$ cat src/rtl/ualink_dpmem_pkg.sv
// Shared defaults, requester ids and small helpers for the dual-requester
// RAM port arbiter.
package ualink_dpmem_pkg;

  localparam int DPADDR_WIDTH_DEF = 8;
  localparam int DPDATA_WIDTH_DEF = 64;
  localparam int NUM_REQ          = 2;
  localparam int LOCK_MAX_DEF     = 4;
  localparam int LOCK_CNT_W       = 4;

  typedef enum logic {
    REQ_R0 = 1'b0,
    REQ_R1 = 1'b1
  } req_id_e;

  typedef enum logic {
    LK_FREE = 1'b0,
    LK_HELD = 1'b1
  } lock_state_e;

  function automatic req_id_e other_req(input req_id_e id);
    return (id == REQ_R0) ? REQ_R1 : REQ_R0;
  endfunction

  function automatic logic [15:0] sat_inc16(input logic [15:0] v);
    return (v == 16'hFFFF) ? v : v + 16'd1;
  endfunction

endpackage

$ cat src/rtl/ualink_dpmem_arb_if.sv
// Request/response bundle for both requesters of the RAM port arbiter.
interface ualink_dpmem_arb_if
  import ualink_dpmem_pkg::*;
#(
  parameter int DPADDR_WIDTH = DPADDR_WIDTH_DEF,
  parameter int DPDATA_WIDTH = DPDATA_WIDTH_DEF
);
  logic                    r0_req_valid, r1_req_valid;
  logic                    r0_req_ready, r1_req_ready;
  logic                    r0_req_we,    r1_req_we;
  logic                    r0_req_lock,  r1_req_lock;
  logic [DPADDR_WIDTH-1:0] r0_req_addr,  r1_req_addr;
  logic [DPDATA_WIDTH-1:0] r0_req_wdata, r1_req_wdata;
  logic                    r0_rsp_valid, r1_rsp_valid;
  logic [DPDATA_WIDTH-1:0] r0_rsp_rdata, r1_rsp_rdata;
  logic [15:0]             r0_grant_cnt, r1_grant_cnt;

  modport slave (
    input  r0_req_valid, r1_req_valid, r0_req_we, r1_req_we,
           r0_req_lock, r1_req_lock, r0_req_addr, r1_req_addr,
           r0_req_wdata, r1_req_wdata,
    output r0_req_ready, r1_req_ready, r0_rsp_valid, r1_rsp_valid,
           r0_rsp_rdata, r1_rsp_rdata, r0_grant_cnt, r1_grant_cnt
  );

  modport master (
    output r0_req_valid, r1_req_valid, r0_req_we, r1_req_we,
           r0_req_lock, r1_req_lock, r0_req_addr, r1_req_addr,
           r0_req_wdata, r1_req_wdata,
    input  r0_req_ready, r1_req_ready, r0_rsp_valid, r1_rsp_valid,
           r0_rsp_rdata, r1_rsp_rdata, r0_grant_cnt, r1_grant_cnt
  );

endinterface

$ cat src/rtl/ualink_rr_arb2.sv
// Two-requester round-robin arbiter with bounded grant locking.
//
// state   | meaning
// LK_FREE | no lock held; contention resolved by the round-robin pointer
// LK_HELD | last accept asked to lock; owner keeps the grant until it drops
//         | valid, accepts unlocked, or has taken LOCK_MAX beats under contention
module ualink_rr_arb2
  import ualink_dpmem_pkg::*;
#(
  parameter int LOCK_MAX = LOCK_MAX_DEF
) (
  input  logic               axi_aclk,
  input  logic               axi_resetn,
  input  logic [NUM_REQ-1:0] req_valid,
  input  logic [NUM_REQ-1:0] req_lock,
  output logic               gnt_valid,
  output req_id_e            gnt_id
);

  localparam logic [LOCK_CNT_W-1:0] LOCK_LIMIT = LOCK_CNT_W'(LOCK_MAX);
  localparam logic [LOCK_CNT_W-1:0] CNT_SAT    = '1;

  lock_state_e            state_q, state_d;
  req_id_e                ptr_q, ptr_d;
  req_id_e                owner_q, owner_d;
  logic [LOCK_CNT_W-1:0]  cnt_q, cnt_d;

  // State register: pointer, lock owner and consecutive locked-beat count.
  always_ff @(posedge axi_aclk or negedge axi_resetn) begin
    if (!axi_resetn) begin
      state_q <= LK_FREE;
      ptr_q   <= REQ_R0;
      owner_q <= REQ_R0;
      cnt_q   <= '0;
    end else begin
      state_q <= state_d;
      ptr_q   <= ptr_d;
      owner_q <= owner_d;
      cnt_q   <= cnt_d;
    end
  end

  // Winner selection and next-state; a sole valid requester always wins.
  always_comb begin
    gnt_valid = |req_valid;
    gnt_id    = ptr_q;
    state_d   = state_q;
    ptr_d     = ptr_q;
    owner_d   = owner_q;
    cnt_d     = cnt_q;

    if (state_q == LK_HELD && req_valid[owner_q]) begin
      if (cnt_q >= LOCK_LIMIT && req_valid[other_req(owner_q)])
        gnt_id = other_req(owner_q);
      else
        gnt_id = owner_q;
    end else if (req_valid[ptr_q]) begin
      gnt_id = ptr_q;
    end else begin
      gnt_id = other_req(ptr_q);
    end

    if (state_q == LK_HELD && !req_valid[owner_q]) begin
      state_d = LK_FREE;
      cnt_d   = '0;
    end

    if (gnt_valid) begin
      if (req_lock[gnt_id]) begin
        state_d = LK_HELD;
        owner_d = gnt_id;
        if (state_q == LK_HELD && owner_q == gnt_id)
          cnt_d = (cnt_q == CNT_SAT) ? cnt_q : cnt_q + 1'b1;
        else
          cnt_d = LOCK_CNT_W'(1);
      end else begin
        state_d = LK_FREE;
        cnt_d   = '0;
        ptr_d   = other_req(gnt_id);
      end
    end
  end

endmodule

$ cat src/rtl/ualink_dpmem_arb.sv
// Shares one synchronous RAM port between two requesters: arbitration,
// registered RAM drive, a two-stage response tag pipe and grant counters.
module ualink_dpmem_arb
  import ualink_dpmem_pkg::*;
#(
  parameter int DPADDR_WIDTH = DPADDR_WIDTH_DEF,
  parameter int DPDATA_WIDTH = DPDATA_WIDTH_DEF,
  parameter int LOCK_MAX     = LOCK_MAX_DEF
) (
  input  logic                    axi_aclk,
  input  logic                    axi_resetn,
  ualink_dpmem_arb_if.slave       bus,
  output logic                    ram_we,
  output logic [DPADDR_WIDTH-1:0] ram_addr,
  output logic [DPDATA_WIDTH-1:0] ram_din,
  input  logic [DPDATA_WIDTH-1:0] ram_dout
);

  logic                    gnt_valid;
  req_id_e                 gnt_id;
  logic                    accept;
  logic                    tag_v1, tag_v2;
  req_id_e                 tag_own1, tag_own2;
  logic                    hit0, hit1;
  logic [DPDATA_WIDTH-1:0] hold0, hold1;

  ualink_rr_arb2 #(.LOCK_MAX(LOCK_MAX)) u_arb (
    .axi_aclk   (axi_aclk),
    .axi_resetn (axi_resetn),
    .req_valid  ({bus.r1_req_valid, bus.r0_req_valid}),
    .req_lock   ({bus.r1_req_lock,  bus.r0_req_lock}),
    .gnt_valid  (gnt_valid),
    .gnt_id     (gnt_id)
  );

  // Ready is gated by reset so nothing is accepted while the block is held.
  assign accept           = gnt_valid & axi_resetn;
  assign bus.r0_req_ready = accept & (gnt_id == REQ_R0);
  assign bus.r1_req_ready = accept & (gnt_id == REQ_R1);

  // Register the accepted beat onto the RAM port; idle cycles drop ram_we.
  always_ff @(posedge axi_aclk or negedge axi_resetn) begin
    if (!axi_resetn) begin
      ram_we   <= 1'b0;
      ram_addr <= '0;
      ram_din  <= '0;
    end else if (accept) begin
      ram_we   <= (gnt_id == REQ_R1) ? bus.r1_req_we    : bus.r0_req_we;
      ram_addr <= (gnt_id == REQ_R1) ? bus.r1_req_addr  : bus.r0_req_addr;
      ram_din  <= (gnt_id == REQ_R1) ? bus.r1_req_wdata : bus.r0_req_wdata;
    end else begin
      ram_we   <= 1'b0;
    end
  end

  // Owner/valid tag follows each beat through RAM sampling and read latency.
  always_ff @(posedge axi_aclk or negedge axi_resetn) begin
    if (!axi_resetn) begin
      tag_v1   <= 1'b0;
      tag_v2   <= 1'b0;
      tag_own1 <= REQ_R0;
      tag_own2 <= REQ_R0;
    end else begin
      tag_v1   <= accept;
      tag_v2   <= tag_v1;
      tag_own1 <= gnt_id;
      tag_own2 <= tag_own1;
    end
  end

  assign hit0 = tag_v2 & (tag_own2 == REQ_R0);
  assign hit1 = tag_v2 & (tag_own2 == REQ_R1);

  // Hold the last delivered data so rsp_rdata stays put between strobes.
  always_ff @(posedge axi_aclk or negedge axi_resetn) begin
    if (!axi_resetn) begin
      hold0 <= '0;
      hold1 <= '0;
    end else begin
      if (hit0) hold0 <= ram_dout;
      if (hit1) hold1 <= ram_dout;
    end
  end

  assign bus.r0_rsp_valid = hit0;
  assign bus.r1_rsp_valid = hit1;
  assign bus.r0_rsp_rdata = hit0 ? ram_dout : hold0;
  assign bus.r1_rsp_rdata = hit1 ? ram_dout : hold1;

  // Saturating per-requester accept counters.
  always_ff @(posedge axi_aclk or negedge axi_resetn) begin
    if (!axi_resetn) begin
      bus.r0_grant_cnt <= '0;
      bus.r1_grant_cnt <= '0;
    end else if (accept) begin
      if (gnt_id == REQ_R0) bus.r0_grant_cnt <= sat_inc16(bus.r0_grant_cnt);
      else                  bus.r1_grant_cnt <= sat_inc16(bus.r1_grant_cnt);
    end
  end

endmodule

$ cat src/flat_wrapper.sv
// flat-port wrapper written by rule: the top's interface ports become plain ports
module ualink_dpmem_arb_flat import ualink_dpmem_pkg::*;
#(
  parameter int DPADDR_WIDTH = DPADDR_WIDTH_DEF,
  parameter int DPDATA_WIDTH = DPDATA_WIDTH_DEF,
  parameter int LOCK_MAX     = LOCK_MAX_DEF
)
  (axi_aclk, axi_resetn, ram_we, ram_addr, ram_din, ram_dout, bus_r0_req_valid, bus_r1_req_valid, bus_r0_req_we, bus_r1_req_we, bus_r0_req_lock, bus_r1_req_lock, bus_r0_req_addr, bus_r1_req_addr, bus_r0_req_wdata, bus_r1_req_wdata, bus_r0_req_ready, bus_r1_req_ready, bus_r0_rsp_valid, bus_r1_rsp_valid, bus_r0_rsp_rdata, bus_r1_rsp_rdata, bus_r0_grant_cnt, bus_r1_grant_cnt);
  ualink_dpmem_arb_if #(.DPADDR_WIDTH(DPADDR_WIDTH), .DPDATA_WIDTH(DPDATA_WIDTH)) bus_i ();
  input  logic axi_aclk;
  input  logic axi_resetn;
  output logic ram_we;
  output logic [DPADDR_WIDTH-1:0] ram_addr;
  output logic [DPDATA_WIDTH-1:0] ram_din;
  input  logic [DPDATA_WIDTH-1:0] ram_dout;
  input wire logic [$bits(bus_i.r0_req_valid)-1:0] bus_r0_req_valid;
  input wire logic [$bits(bus_i.r1_req_valid)-1:0] bus_r1_req_valid;
  input wire logic [$bits(bus_i.r0_req_we)-1:0] bus_r0_req_we;
  input wire logic [$bits(bus_i.r1_req_we)-1:0] bus_r1_req_we;
  input wire logic [$bits(bus_i.r0_req_lock)-1:0] bus_r0_req_lock;
  input wire logic [$bits(bus_i.r1_req_lock)-1:0] bus_r1_req_lock;
  input wire logic [$bits(bus_i.r0_req_addr)-1:0] bus_r0_req_addr;
  input wire logic [$bits(bus_i.r1_req_addr)-1:0] bus_r1_req_addr;
  input wire logic [$bits(bus_i.r0_req_wdata)-1:0] bus_r0_req_wdata;
  input wire logic [$bits(bus_i.r1_req_wdata)-1:0] bus_r1_req_wdata;
  output wire logic [$bits(bus_i.r0_req_ready)-1:0] bus_r0_req_ready;
  output wire logic [$bits(bus_i.r1_req_ready)-1:0] bus_r1_req_ready;
  output wire logic [$bits(bus_i.r0_rsp_valid)-1:0] bus_r0_rsp_valid;
  output wire logic [$bits(bus_i.r1_rsp_valid)-1:0] bus_r1_rsp_valid;
  output wire logic [$bits(bus_i.r0_rsp_rdata)-1:0] bus_r0_rsp_rdata;
  output wire logic [$bits(bus_i.r1_rsp_rdata)-1:0] bus_r1_rsp_rdata;
  output wire logic [$bits(bus_i.r0_grant_cnt)-1:0] bus_r0_grant_cnt;
  output wire logic [$bits(bus_i.r1_grant_cnt)-1:0] bus_r1_grant_cnt;
  assign bus_i.r0_req_valid = bus_r0_req_valid;
  assign bus_i.r1_req_valid = bus_r1_req_valid;
  assign bus_i.r0_req_we = bus_r0_req_we;
  assign bus_i.r1_req_we = bus_r1_req_we;
  assign bus_i.r0_req_lock = bus_r0_req_lock;
  assign bus_i.r1_req_lock = bus_r1_req_lock;
  assign bus_i.r0_req_addr = bus_r0_req_addr;
  assign bus_i.r1_req_addr = bus_r1_req_addr;
  assign bus_i.r0_req_wdata = bus_r0_req_wdata;
  assign bus_i.r1_req_wdata = bus_r1_req_wdata;
  assign bus_r0_req_ready = bus_i.r0_req_ready;
  assign bus_r1_req_ready = bus_i.r1_req_ready;
  assign bus_r0_rsp_valid = bus_i.r0_rsp_valid;
  assign bus_r1_rsp_valid = bus_i.r1_rsp_valid;
  assign bus_r0_rsp_rdata = bus_i.r0_rsp_rdata;
  assign bus_r1_rsp_rdata = bus_i.r1_rsp_rdata;
  assign bus_r0_grant_cnt = bus_i.r0_grant_cnt;
  assign bus_r1_grant_cnt = bus_i.r1_grant_cnt;
  ualink_dpmem_arb #(.DPADDR_WIDTH(DPADDR_WIDTH), .DPDATA_WIDTH(DPDATA_WIDTH), .LOCK_MAX(LOCK_MAX)) u_core (.axi_aclk(axi_aclk), .axi_resetn(axi_resetn), .bus(bus_i), .ram_we(ram_we), .ram_addr(ram_addr), .ram_din(ram_din), .ram_dout(ram_dout));
endmodule
$ cat config.mk
export PLATFORM = sky130hd
export DESIGN_NAME = ualink_dpmem_arb_flat
export DESIGN_NICKNAME = d
export VERILOG_FILES = /design/src/rtl/ualink_dpmem_pkg.sv /design/src/rtl/ualink_dpmem_arb_if.sv /design/src/rtl/ualink_rr_arb2.sv /design/src/rtl/ualink_dpmem_arb.sv /design/src/flat_wrapper.sv
export SDC_FILE = /design/constraint.sdc
export NUM_CORES = 1
export LEC_CHECK = 0
export CELL_PAD_IN_SITES_DETAIL_PLACEMENT = 0
export CELL_PAD_IN_SITES_GLOBAL_PLACEMENT = 2
export CORE_MARGIN = 4
export CORE_UTILIZATION = 25
export DETAILED_ROUTE_END_ITERATION = 12
export GPL_TIMING_DRIVEN = 0
export HOLD_SLACK_MARGIN = 0.03
export PLACE_DENSITY = 0.84
export SLEW_MARGIN = 20
export SYNTH_ARGS = -nofsm -noshare
export SYNTH_HDL_FRONTEND = slang
export SYNTH_SLANG_ARGS = --single-unit
export TNS_END_PERCENT = 1
$ cat constraint.sdc
create_clock -name axi_aclk -period 2.8 [get_ports axi_aclk]
set_input_delay 0.42 -clock axi_aclk [delete_from_list [all_inputs] [get_ports axi_aclk]]
set_output_delay 0.42 -clock axi_aclk [all_outputs]
set_load 0.01 [all_outputs]
==> results.cfg <==
[synth]
post_synth_num_cell_types = 50
synthDominantAreaCellType = sky130_fd_sc_hd__dfrtp_1
yosys_warns = 0
ys_seq_elements = 244
synth_top_area_share_pct = 59.78
yosys-mux-area-fraction_pct = 14.80
synth-edff-count = 0
synth.most_common_cell = sky130_fd_sc_hd__dfrtp_1
post_synth_instance_area_sq_um = 10210
synth.net_count = 1108
synth.cells.most_frequent = sky130_fd_sc_hd__dfrtp_1 (244), sky130_fd_sc_hd__nand2_1 (166), sky130_fd_sc_hd__mux2_2 (132), sky130_fd_sc_hd__nor2_1 (87), sky130_fd_sc_hd__a31oi_1 (75)
post_synth_and_or_nand_nor_area_fraction_pct = 13.72
synth-async-reset-ratio_pct = 100.0
synth_area_leaders = sky130_fd_sc_hd__dfrtp_1 (60%), sky130_fd_sc_hd__mux2_2 (15%), sky130_fd_sc_hd__nand2_1 (6.1%)
post_synthesis_compound_gate_area_fraction_pct = 6.787
area_share_of_xor_xnor_cells_in_the_synthesized_design_pct = 2.058
synthCells = 889
largest_family_of_logic_cells_by_synthesized_area = multiplexers
synthAdderAreaFrac_pct = 0.3675
average_cell_area_after_synthesis_sq_um = 11.49
yosys_most_used_dff = sky130_fd_sc_hd__dfrtp_1
synth-seq-area-share_pct = 59.78

[setup_path]
cpMaxStageDelayCell = sky130_fd_sc_hd__dfrtp_2
setup.worst_path.end_class = output port
sort_of_element_at_the_start_of_the_critical_path = flop
critPathKind = flop to output port
worst-endpoint-arrival_ns = 2.31
worst-endpoint-required_ns = 2.38
cp_max_fo = 10
cp_cell_sequence = o21a_1, mux2_4, o21ai_4, buf_6, inv_1, dlygate4sd2_1
worst_path_largest_cell_delay_ns = 0.44

[sta]
worst_slew_pin_slew_ns = 0.6971
rsz0062_at_grt = yes
fin_worst_hold_slack_ns = -0.1401
final-hold-violation-count = 88
fin_worst_skew_ns = 0.01329
finalWorstPathRequiredPeriod_ns = 2.727
final_report_setup_violation_count = 0
drv_slew = 0
slew_headroom_pct = 53.53
timing.fmax_mhz = 366.7
setup_total_negative_slack_ns = 0
min_period_over_period_pct = 97.39
post-route-worst-setup-slack_ns = 0.07301

[cells_and_area]
layout-drive-gt1-share_pct = 16.91
fin_cells = 1924
areaGrowthSynthToFinish_pct = 63.08
nNetsFinal = 1599
postLayoutCoreUtil_pct = 41.54

[floorplanning]
placeableCoreArea_sq_um = 40100
chipHeight_um = 210.1
die_width_um = 210.1
die_area_sq_um = 44150
initial_utilization_pct = 25.47
ios = 453
placement_rows = 73

[power]
power.density_nw_per_um2 = 988.3
max-vdd-ir-drop_uv = 450.1
leakage_nw = 7.000

[route]
vias_per_cell = 4.482
antenna_violating_nets_post_route = 0
vias = 8623
detail_route.wirelength_mm = 38.11
wire_per_inst_um = 19.81
drt-initial-drc-count = 340
detail_route.drc_violations = 0
firstDrtPassIters = 4

[clock_tree]
tritoncts_clock_tree = built
clkTransAtPathRegs_ns = 0.06
numCtsBuffers = 29
holdBufCountCts = 5
clock_tree.root_cell = sky130_fd_sc_hd__clkbuf_16
clock-sinks = 244
worstSkewPairLatency_ns = 0.57
htree_levels = 1
cts.path.max_buffers = 3

[global_routing]
grt_start_max_net_pins = 90
met3_usage_pct = 6.459
grt_antenna_before_repair = 7
grt_most_used_layer = met2
first_global_vias = 9006
overflow = 0
globalRouteTotalUtil_pct = 16.38
grt_util_met2_pct = 27.23
grt_pass1_wl_mm = 56.83
use_met1_pct = 20.52

[placed_design]
placement.setup.worst_slack_ns = -0.6906
cell_total_after_placement = 1868
dpl.hpwl_mm = 29.04
io_buffer_count = 452
routabilityCongestion = 0.8180

[job]
max_cap_viol_count = 0

[worst_hold_path]
min_path_type = input port to asynchronous set/reset pin

[outcome]
outcome = finished, violations left
failing_checks = hold timing
flip-flops by register name, indices dropped and copies added, names as in the netlist, 4 cells and up:
register and flops:
u_core.hold1 64, u_core.bus.r0_grant_cnt 16, u_core.bus.r1_grant_cnt 16, u_core.hold0 64, u_core.u_arb.cnt_q 4, u_core.ram_addr 8, u_core.ram_din 64
report_power, final:
group          leakage [nW]  total (mW)  switching [mW]  internal, mW
combinational          3.70        7.26            3.37          3.90
clock                 0.457        3.73            1.50          2.23
sequential             2.85        5.47           0.563          4.90
final cells by class:
type,instances,area (sq um)
Clock buffer,41,830.8
Sequential cell,244,6108
Inverter,10,37.54
Fill cell,3882,23440
Antenna cell,3,7.507
Tap cell,525,656.9
Multi-Input combinational cell,584,3887
Buffer,50,336.6
Clock inverter,6,95.09
Timing Repair Buffer,461,4696
kinds of logic (layout without fill, tap and decap cells):
logic type                 after synthesis  after routing
buffers and inverters                   61            568
AOI/OAI and AO/OA                      106            106
DFF                                    244            244
adders and majority gates                3              3
xor gates and xnor gates                24             24
muxes                                  134            134
and+or+nand+nor                        317            317
other                                    0              3
per-stage QoR:
stage          hold WS [ns]  total power [mW]  area (sq um)
2_1_floorplan        0.1244             8.581         10210
3_3_place_gp         0.3344             12.80         15390
3_5_place_dp         0.3364             12.90         15450
4_1_cts             -0.1003             16.70         16620
5_1_grt             -0.1059             17.39         16650
6_report            -0.1401             16.46         16660
timing repair:
| action | CTS | global route |
|---|---|---|
| resized for setup | 69 | 19 |
| endpoints found under the setup margin | 141 | 84 |
| setup buffers | 2 | 0 |
| pin swaps | 1 | 1 |
| hold endpoints to repair | 75 | 88 |
layout by cell type (no fill, tap or decap), types with 3 or more instances in the layout:
master / instances
sky130_fd_sc_hd__mux2_2: 132
sky130_fd_sc_hd__inv_1: 9
sky130_fd_sc_hd__buf_8: 4
sky130_fd_sc_hd__diode_2: 3
sky130_fd_sc_hd__nor3_1: 7
sky130_fd_sc_hd__and3_1: 6
sky130_fd_sc_hd__nand4_1: 8
sky130_fd_sc_hd__clkbuf_16: 29
sky130_fd_sc_hd__buf_2: 16
sky130_fd_sc_hd__nand3_1: 12
sky130_fd_sc_hd__buf_16: 5
sky130_fd_sc_hd__clkbuf_8: 10
sky130_fd_sc_hd__clkbuf_1: 24
sky130_fd_sc_hd__nor4_2: 5
sky130_fd_sc_hd__dlygate4sd2_1: 23
sky130_fd_sc_hd__or2_2: 3
sky130_fd_sc_hd__ha_1: 3
sky130_fd_sc_hd__clkdlybuf4s50_1: 421
sky130_fd_sc_hd__nor2_1: 87
sky130_fd_sc_hd__a21oi_1: 11
sky130_fd_sc_hd__clkinv_2: 3
sky130_fd_sc_hd__xnor2_1: 6
sky130_fd_sc_hd__nor4_1: 5
sky130_fd_sc_hd__nand2_1: 165
sky130_fd_sc_hd__o21ai_0: 6
sky130_fd_sc_hd__buf_4: 6
sky130_fd_sc_hd__dfrtp_1: 242
sky130_fd_sc_hd__xor2_1: 18
sky130_fd_sc_hd__a31oi_1: 75
sky130_fd_sc_hd__dlymetal6s2s_1: 7
worst max-delay path, delay by kind of cell (launching register included):
kind	cells	cell delay, ns
buffers and inverters	3	0.51
flip-flops	1	0.44
AO/OA/AOI/OAI	2	0.44
multiplexers	1	0.37
final timing paths:
check	start	end	slack [ns]	cells after the start
hold / removal	axi_resetn	u_core.hold0[55]$_DFF_PN0_	-0.14	2
hold reg to reg	u_core.tag_v1$_DFF_PN0_	u_core.tag_v2$_DFF_PN0_	0.35	0
min in group axi_aclk	u_core.tag_v1$_DFF_PN0_	u_core.tag_v2$_DFF_PN0_	0.35	0
max in group asynchronous	axi_resetn	u_core.ram_din[31]$_DFFE_PN0P_	1.78	4
setup reg to reg	u_core.u_arb.state_q$_DFFE_PN0P_	u_core.ram_din[52]$_DFFE_PN0P_	0.45	9
setup / recovery	u_core.u_arb.cnt_q[3]$_DFFE_PN0P_	bus_r1_req_ready	0.07	6
layer usage:
layer  routed length, um  vias up
met5                  48        -
met4                 655        8
met3                3847       52
met2               17830      340
met1               15730     4164
li1                    -     4059
Note: power is estimated with default switching activity, not from simulation.
